$ cat src/rtl/g_arb_pkg.sv
// Shared definitions for the g_3arb3 round-robin arbiter macro.
//   - arb_state_e : arbiter state encoding (IDLE / OWN_A / OWN_B / OWN_C)
//   - IDX_*       : requester indices used by the pointer and the picker
//   - HOLD_W      : width of the consecutive-grant counter
//   - idx_inc     : increment a requester index modulo 3
//   - own_state   : map a requester index to its owning state
//   - state_idx   : map an owning state back to its requester index
package g_arb_pkg;

  typedef enum logic [1:0] {
    IDLE  = 2'b00,
    OWN_A = 2'b01,
    OWN_B = 2'b10,
    OWN_C = 2'b11
  } arb_state_e;

  localparam logic [1:0] IDX_A = 2'd0;
  localparam logic [1:0] IDX_B = 2'd1;
  localparam logic [1:0] IDX_C = 2'd2;

  localparam int unsigned HOLD_W = 4;

  // Index 3 is never produced; it folds back to A so the picker stays total.
  function automatic logic [1:0] idx_inc(input logic [1:0] idx);
    logic [1:0] nxt;
    unique case (idx)
      IDX_A:   nxt = IDX_B;
      IDX_B:   nxt = IDX_C;
      default: nxt = IDX_A;
    endcase
    return nxt;
  endfunction

  function automatic arb_state_e own_state(input logic [1:0] idx);
    arb_state_e st;
    unique case (idx)
      IDX_A:   st = OWN_A;
      IDX_B:   st = OWN_B;
      default: st = OWN_C;
    endcase
    return st;
  endfunction

  // Only meaningful for the OWN_* states; IDLE maps to A and must be gated.
  function automatic logic [1:0] state_idx(input arb_state_e st);
    logic [1:0] idx;
    unique case (st)
      OWN_B:   idx = IDX_B;
      OWN_C:   idx = IDX_C;
      default: idx = IDX_A;
    endcase
    return idx;
  endfunction

endpackage

$ cat src/rtl/g_rr3_pick.sv
// Combinational round-robin next-owner picker for three requesters.
// Search order starts just after the most recent owner: last+1, last+2, last (mod 3).
//   req   : active-high requests, bit i belongs to requester index i
//   last  : index of the most recent owner
//   valid : high when any request is present
//   idx   : chosen requester index (equals last when nothing else qualifies)
module g_rr3_pick
  import g_arb_pkg::*;
(
  input  logic [2:0] req,
  input  logic [1:0] last,
  output logic       valid,
  output logic [1:0] idx
);

  logic [1:0] first;
  logic [1:0] second;

  always_comb begin
    first  = idx_inc(last);
    second = idx_inc(first);
    valid  = |req;
    if (req[first]) begin
      idx = first;
    end else if (req[second]) begin
      idx = second;
    end else begin
      idx = last;
    end
  end

endmodule

$ cat src/rtl/g_3arb3.sv
// Three-requester round-robin arbiter with registered active-low grants.
// A programmable hold limit forces a one-cycle idle gap when the owner has held
// for HOLD_MAX cycles and someone else is waiting; a voluntary release hands the
// resource straight to the next requester on the same edge.
//   HOLD_MAX : consecutive grant cycles before preemption (0..15, 0 disables)
//   CLK      : clock, rising edge
//   CDN      : asynchronous clear, active-low
//   AN/BN/CN : requests, active-low
//   GAN/GBN/GCN : grants, active-low, decoded from the state register
//   BUSYN    : low while any grant is low
module g_3arb3
  import g_arb_pkg::*;
#(
  parameter int unsigned HOLD_MAX = 8
) (
  input  logic CLK,
  input  logic CDN,
  input  logic AN,
  input  logic BN,
  input  logic CN,
  output logic GAN,
  output logic GBN,
  output logic GCN,
  output logic BUSYN
);

  // Counter value seen at the edge that completes the HOLD_MAX-th grant cycle.
  localparam logic [HOLD_W-1:0] HOLD_LAST =
      (HOLD_MAX == 0) ? '0 : HOLD_W'(HOLD_MAX - 1);
  localparam logic [HOLD_W-1:0] HOLD_SAT  = '1;

  arb_state_e        state_q, state_d;
  logic [1:0]        last_q, last_d;
  logic [HOLD_W-1:0] hold_cnt_q, hold_cnt_d;

  logic [2:0] req;
  logic       pick_valid;
  logic [1:0] pick_idx;
  logic [1:0] owner_idx;
  logic       owner_req;
  logic       other_req;
  logic       preempt;

  // Inversion to active-high happens here and at the grant outputs only.
  assign req = {~CN, ~BN, ~AN};

  g_rr3_pick u_pick (
    .req   (req),
    .last  (last_q),
    .valid (pick_valid),
    .idx   (pick_idx)
  );

  always_comb begin
    owner_idx = state_idx(state_q);
    owner_req = req[owner_idx];
    other_req = |(req & ~(3'b001 << owner_idx));
    preempt   = (HOLD_MAX != 0) && (hold_cnt_q == HOLD_LAST) && owner_req && other_req;
  end

  // State register.
  always_ff @(posedge CLK or negedge CDN) begin
    if (!CDN) begin
      state_q    <= IDLE;
      last_q     <= IDX_C;
      hold_cnt_q <= '0;
    end else begin
      state_q    <= state_d;
      last_q     <= last_d;
      hold_cnt_q <= hold_cnt_d;
    end
  end

  // Next-state logic.
  always_comb begin
    state_d    = state_q;
    last_d     = last_q;
    hold_cnt_d = hold_cnt_q;
    unique case (state_q)
      IDLE: begin
        if (pick_valid) begin
          state_d    = own_state(pick_idx);
          last_d     = pick_idx;
          hold_cnt_d = '0;
        end
      end
      OWN_A, OWN_B, OWN_C: begin
        if (!owner_req) begin
          // Release wins over preemption. last_q is the owner and the owner is
          // not requesting, so the picker can only return another requester.
          if (pick_valid) begin
            state_d = own_state(pick_idx);
            last_d  = pick_idx;
          end else begin
            state_d = IDLE;
          end
          hold_cnt_d = '0;
        end else if (preempt) begin
          // last_q stays on the owner, giving it lowest priority next time.
          state_d    = IDLE;
          hold_cnt_d = '0;
        end else if (hold_cnt_q != HOLD_SAT) begin
          hold_cnt_d = hold_cnt_q + 1'b1;
        end
      end
      default: begin
        state_d = IDLE;
      end
    endcase
  end

  // Output decode, purely from the registered state.
  always_comb begin
    GAN   = (state_q != OWN_A);
    GBN   = (state_q != OWN_B);
    GCN   = (state_q != OWN_C);
    BUSYN = GAN & GBN & GCN;
  end

endmodule

$ cat config.mk
export PLATFORM = sky130hd
export DESIGN_NAME = g_3arb3
export DESIGN_NICKNAME = d
export VERILOG_FILES = /design/src/rtl/g_arb_pkg.sv /design/src/rtl/g_rr3_pick.sv /design/src/rtl/g_3arb3.sv
export SDC_FILE = /design/constraint.sdc
export NUM_CORES = 1
export LEC_CHECK = 0
export BUFFER_PORTS_ARGS = -buffer_cell sky130_fd_sc_hd__clkbuf_2
export CAP_MARGIN = 25
export CORE_AREA = 2 2 39 41
export CTS_CLUSTER_SIZE = 24
export DETAILED_ROUTE_END_ITERATION = 8
export DIE_AREA = 0 0 41 43
export PLACE_DENSITY = 0.63
export SYNTH_ARGS = -nofsm -noshare
export SYNTH_HDL_FRONTEND = slang
export SYNTH_HIERARCHICAL = 1
export SYNTH_SLANG_ARGS = --single-unit
$ cat constraint.sdc
create_clock -name CLK -period 1.51 [get_ports CLK]
set_input_delay 0.302 -clock CLK [delete_from_list [all_inputs] [get_ports CLK]]
set_output_delay 0.302 -clock CLK [all_outputs]
set_load 0.005 [all_outputs]
==> impl_summary.md <==
Outcome
The run finished, with violations left. The checks that failed: setup timing.

Setup path
The critical path arrival is 1780 ps. The setup path with the least slack is of type reg2reg. In this run the worst path has a maximum fanout of 4. The data required time at the worst endpoint is approximately 1700 ps.

STA classifies the critical path startpoint as a flip-flop. The startpoint identified for the worst register-to-register timing path is hold_cnt_q[0]$_DFFE_PN0P_. The endpoint class of the critical path is a flip-flop. Setup slack on the worst reg-to-reg path comes out at -130 ps. The first element of the critical path is hold_cnt_q[0]$_DFFE_PN0P_. The cell depth of the worst flop-to-flop path is 6.

Detailed routing
The detailed-route wire length per cell is around 12 µm. In this run, the number of DRC markers left after iteration 0 of detailed routing was 7. The final route contains between 500 and 600 vias. The detailed-route DRC error count is 0. Using the TritonRoute via totals, the vias-per-cell ratio works out to ~5.2.

The first detailed-routing pass ran for 2 iterations. In this run the remaining antenna-violating nets after routing total 0. The final layout contains routed wiring with a total length of 1.304 mm.

Finish
The filler cell count in the final layout is 120. The layout cell share with drive strength beyond 1 is 0.4556. From synthesis to final layout, the design area changed by 40.17%. The number of nets at the end of the flow is 97. The final antenna diode count is 0. The finished layout holds between 100 and 150 standard cells, fillers aside.

Synth
After synthesis, the most frequently instantiated cells are 7 x sky130_fd_sc_hd__dfrtp_1, 7 x sky130_fd_sc_hd__inv_1, 6 x sky130_fd_sc_hd__o21ai_0. The cell area after synthesis is a little under 600 µm². After synthesis, the netlist uses 30 different library cells. The biggest area consumer among synthesized cells is sky130_fd_sc_hd__dfrtp_1. For this run, asynchronously set or reset flops after synthesis account for 1.000. The predominant post-synthesis flop cell is sky130_fd_sc_hd__dfrtp_1.

The synthesized instance count is between 60 and 70. In this run, synthesis produced a sequential element count of 8. The number of warnings printed during yosys synthesis is 6. Synthesis produced a netlist with a net count of between 60 and 70. Of the post-synthesis cell area, the dominant cell type holds 0.2991. Dividing the synthesized area by the synthesized cell count gives 9.295 µm². Counting flops with a built-in enable in the synthesized netlist gives 0.

After synthesis, the cell types taking the most area are sky130_fd_sc_hd__dfrtp_1 30%, sky130_fd_sc_hd__o21ai_0 5.1%, sky130_fd_sc_hd__dfstp_2 4.5%, sky130_fd_sc_hd__inv_1 4.5%, sky130_fd_sc_hd__a22o_1 4.5%. The register area share after synthesis is 0.3440.

Clock network
The worst-case clock buffer depth is 2. Counting every sink on the clock net gives 8. The maximum level of the CTS H-tree is 1. The total CTS buffers is 3.

The clock root buffer is sky130_fd_sc_hd__clkbuf_4. TritonCTS built the clock tree. The clock reaches the later pin of the worst-skew pair after 250 ps. The clock input transition at the sequential cells of the worst setup and hold paths is around 60 ps.

Timing
The worst path setup slack after routing is -131.3 ps. The relative slew slack is 0.8030. Setup repair after global routing could not meet its margin everywhere. The max-slew violation total from the final report came to 0. The setup violation total in the final timing report is 4. For the final database, setup skew stands at between 5 and 6 ps. Of the available clock period, the critical path in the final layout requires 1.087.

The number of failing hold endpoints at the final stage came to 0. The peak clock frequency supported by timing is 609.3 MHz. The slew of the pin with the lowest slew margin is around 290 ps. The clock period minus final worst setup slack is approximately 1600 ps.

GRT
The global-route wire length before repair is about 2.0 mm. For this run, the total global-route usage over all layers was measured as 0.1607. The number of antenna violations at the first check in global routing was 0. Global routing finished with a remaining overflow of 0. The number of global-route vias before repair was between 500 and 600.

The pin count of the biggest net entering global routing is 9.

Placement
Detailed placement ended at an HPWL of around 930 µm. The total of buffers placed on input and output ports is 8. The setup slack at placement is -129.0 ps. The congestion estimate from routability-driven global placement came to between 0.7 and 0.8.

Once placement completed, the tool counted placed cells totaling 98.

Hold path
The type of the most critical hold path is in2async.

Run
The number of max-capacitance violations reported is 0.

Floorplanning
The die covers between 0.0015 and 0.002 mm². For this design the top-level I/O count stands at 9. The placeable core region is approximately 0.0014 mm². The count of standard-cell rows is 14. The initial cell density of the core is 0.4231. The die is slightly above 40 µm wide. The die span in y is ~43 µm.

Power and ir drop
The total power divided by cell area is 1670 mW/mm². The analysis attributes to cell leakage a power of approximately 0.40 nW. The peak supply drop is around 0.94 mV.
==> sequential cells by signal, summed over array words and instances (netlist names) <==
signal / cells
state_q: 2
last_q: 2
hold_cnt_q: 4
==> power by group <==
part / internal [mW] / switching, mW / total, mW
Combinational: 0.440 / 0.348 / 0.787
Sequential: 0.308 / 0.104 / 0.412
Clock: 0.101 / 0.0704 / 0.171
Total: 0.849 / 0.522 / 1.37
==> what timing repair did <==
item                                    4_1_cts  5_1_grt
hold buffers                                  1        0
endpoints found under the setup margin        4        6
hold endpoints to repair                      7        0
gates cloned                                  0        0
resized for setup                             6        6
pin swaps                                     4        3
setup buffers                                 1        2
==> final timing paths <==
| path | to |
|---|---|
| max in group asynchronous | last_q[1]$_DFFE_PN1P_ |
| min in group CLK | state_q[1]$_DFFE_PN0P_ |
| hold / removal | hold_cnt_q[0]$_DFFE_PN0P_ |
| hold reg to reg | last_q[0]$_DFFE_PN0P_ |
| setup / recovery | hold_cnt_q[0]$_DFFE_PN0P_ |
| setup reg to reg | hold_cnt_q[0]$_DFFE_PN0P_ |
==> cell usage in the layout, fill, tap and decap left out, types with 2 or more instances in the layout <==
master                      n
sky130_fd_sc_hd__buf_4     15
sky130_fd_sc_hd__clkbuf_2   8
sky130_fd_sc_hd__inv_1      7
sky130_fd_sc_hd__dfrtp_1    6
sky130_fd_sc_hd__nor2_1     3
sky130_fd_sc_hd__o21ai_2    3
sky130_fd_sc_hd__o21ai_1    3
sky130_fd_sc_hd__o21ai_0    3
sky130_fd_sc_hd__nor2b_1    3
sky130_fd_sc_hd__a22o_1     3
sky130_fd_sc_hd__clkbuf_4   3
sky130_fd_sc_hd__nand2_1    2
sky130_fd_sc_hd__nand2b_1   2
sky130_fd_sc_hd__nand3b_1   2
sky130_fd_sc_hd__and2_1     2
sky130_fd_sc_hd__nor3b_2    2
sky130_fd_sc_hd__mux2_1     2
==> metal layers <==
metal / track usage / vias to the layer above / part of all wire
met5: 0 / - / 0
met4: 0.06000 / 0 / 0.012
met1: 0.1946 / 261 / 0.46
met3: 0.03141 / 2 / 0.033
li1: - / 278 / -
met2: 0.2656 / 10 / 0.50
==> area by class of cell <==
class | instances | area [µm²] | area share
clock buffers | 4 | 26.28 | 0.03201
flip-flops and latches | 8 | 202.7 | 0.2470
repair buffers | 24 | 162.7 | 0.1982
inverters | 7 | 26.28 | 0.03201
well taps | 16 | 20.02 | 0.02439
multi-input cells | 47 | 382.9 | 0.4665
==> logic make-up after synthesis <==
family	count (synthesis)	synth area share
compound gates	19	0.2393
simple gates	23	0.2564
mux	4	0.07478
fa+ha+maj	1	0.02136
flops	8	0.3440
buf+inv	8	0.06411
==> through the flow <==
stage	setup TNS (ps)	power (mW)	utilization	hold WS, ps	cell area (µm²)
after detailed placement	-314.4	1.086	0.5262	156.0	728.2
final	-390.7	1.370	0.5931	419.2	820.8
after CTS	-170.1	1.301	0.5678	417.4	785.8
after floorplan	0	0.8669	-	6.409	589.3
after global routing	-780.6	1.491	0.5931	417.6	820.8
after global placement	-323.0	1.076	0.5262	157.2	728.2
==> worst max-delay path, cell delays in order, from the launching register on <==
cell	delay, ps
sky130_fd_sc_hd__dfrtp_1	360
sky130_fd_sc_hd__ha_2	200
sky130_fd_sc_hd__nand3b_1	170
sky130_fd_sc_hd__o21ai_1	230
sky130_fd_sc_hd__o311a_4	270
sky130_fd_sc_hd__nor2b_4	50
sky130_fd_sc_hd__mux2_2	250
Power figures use the tool's default switching activity.
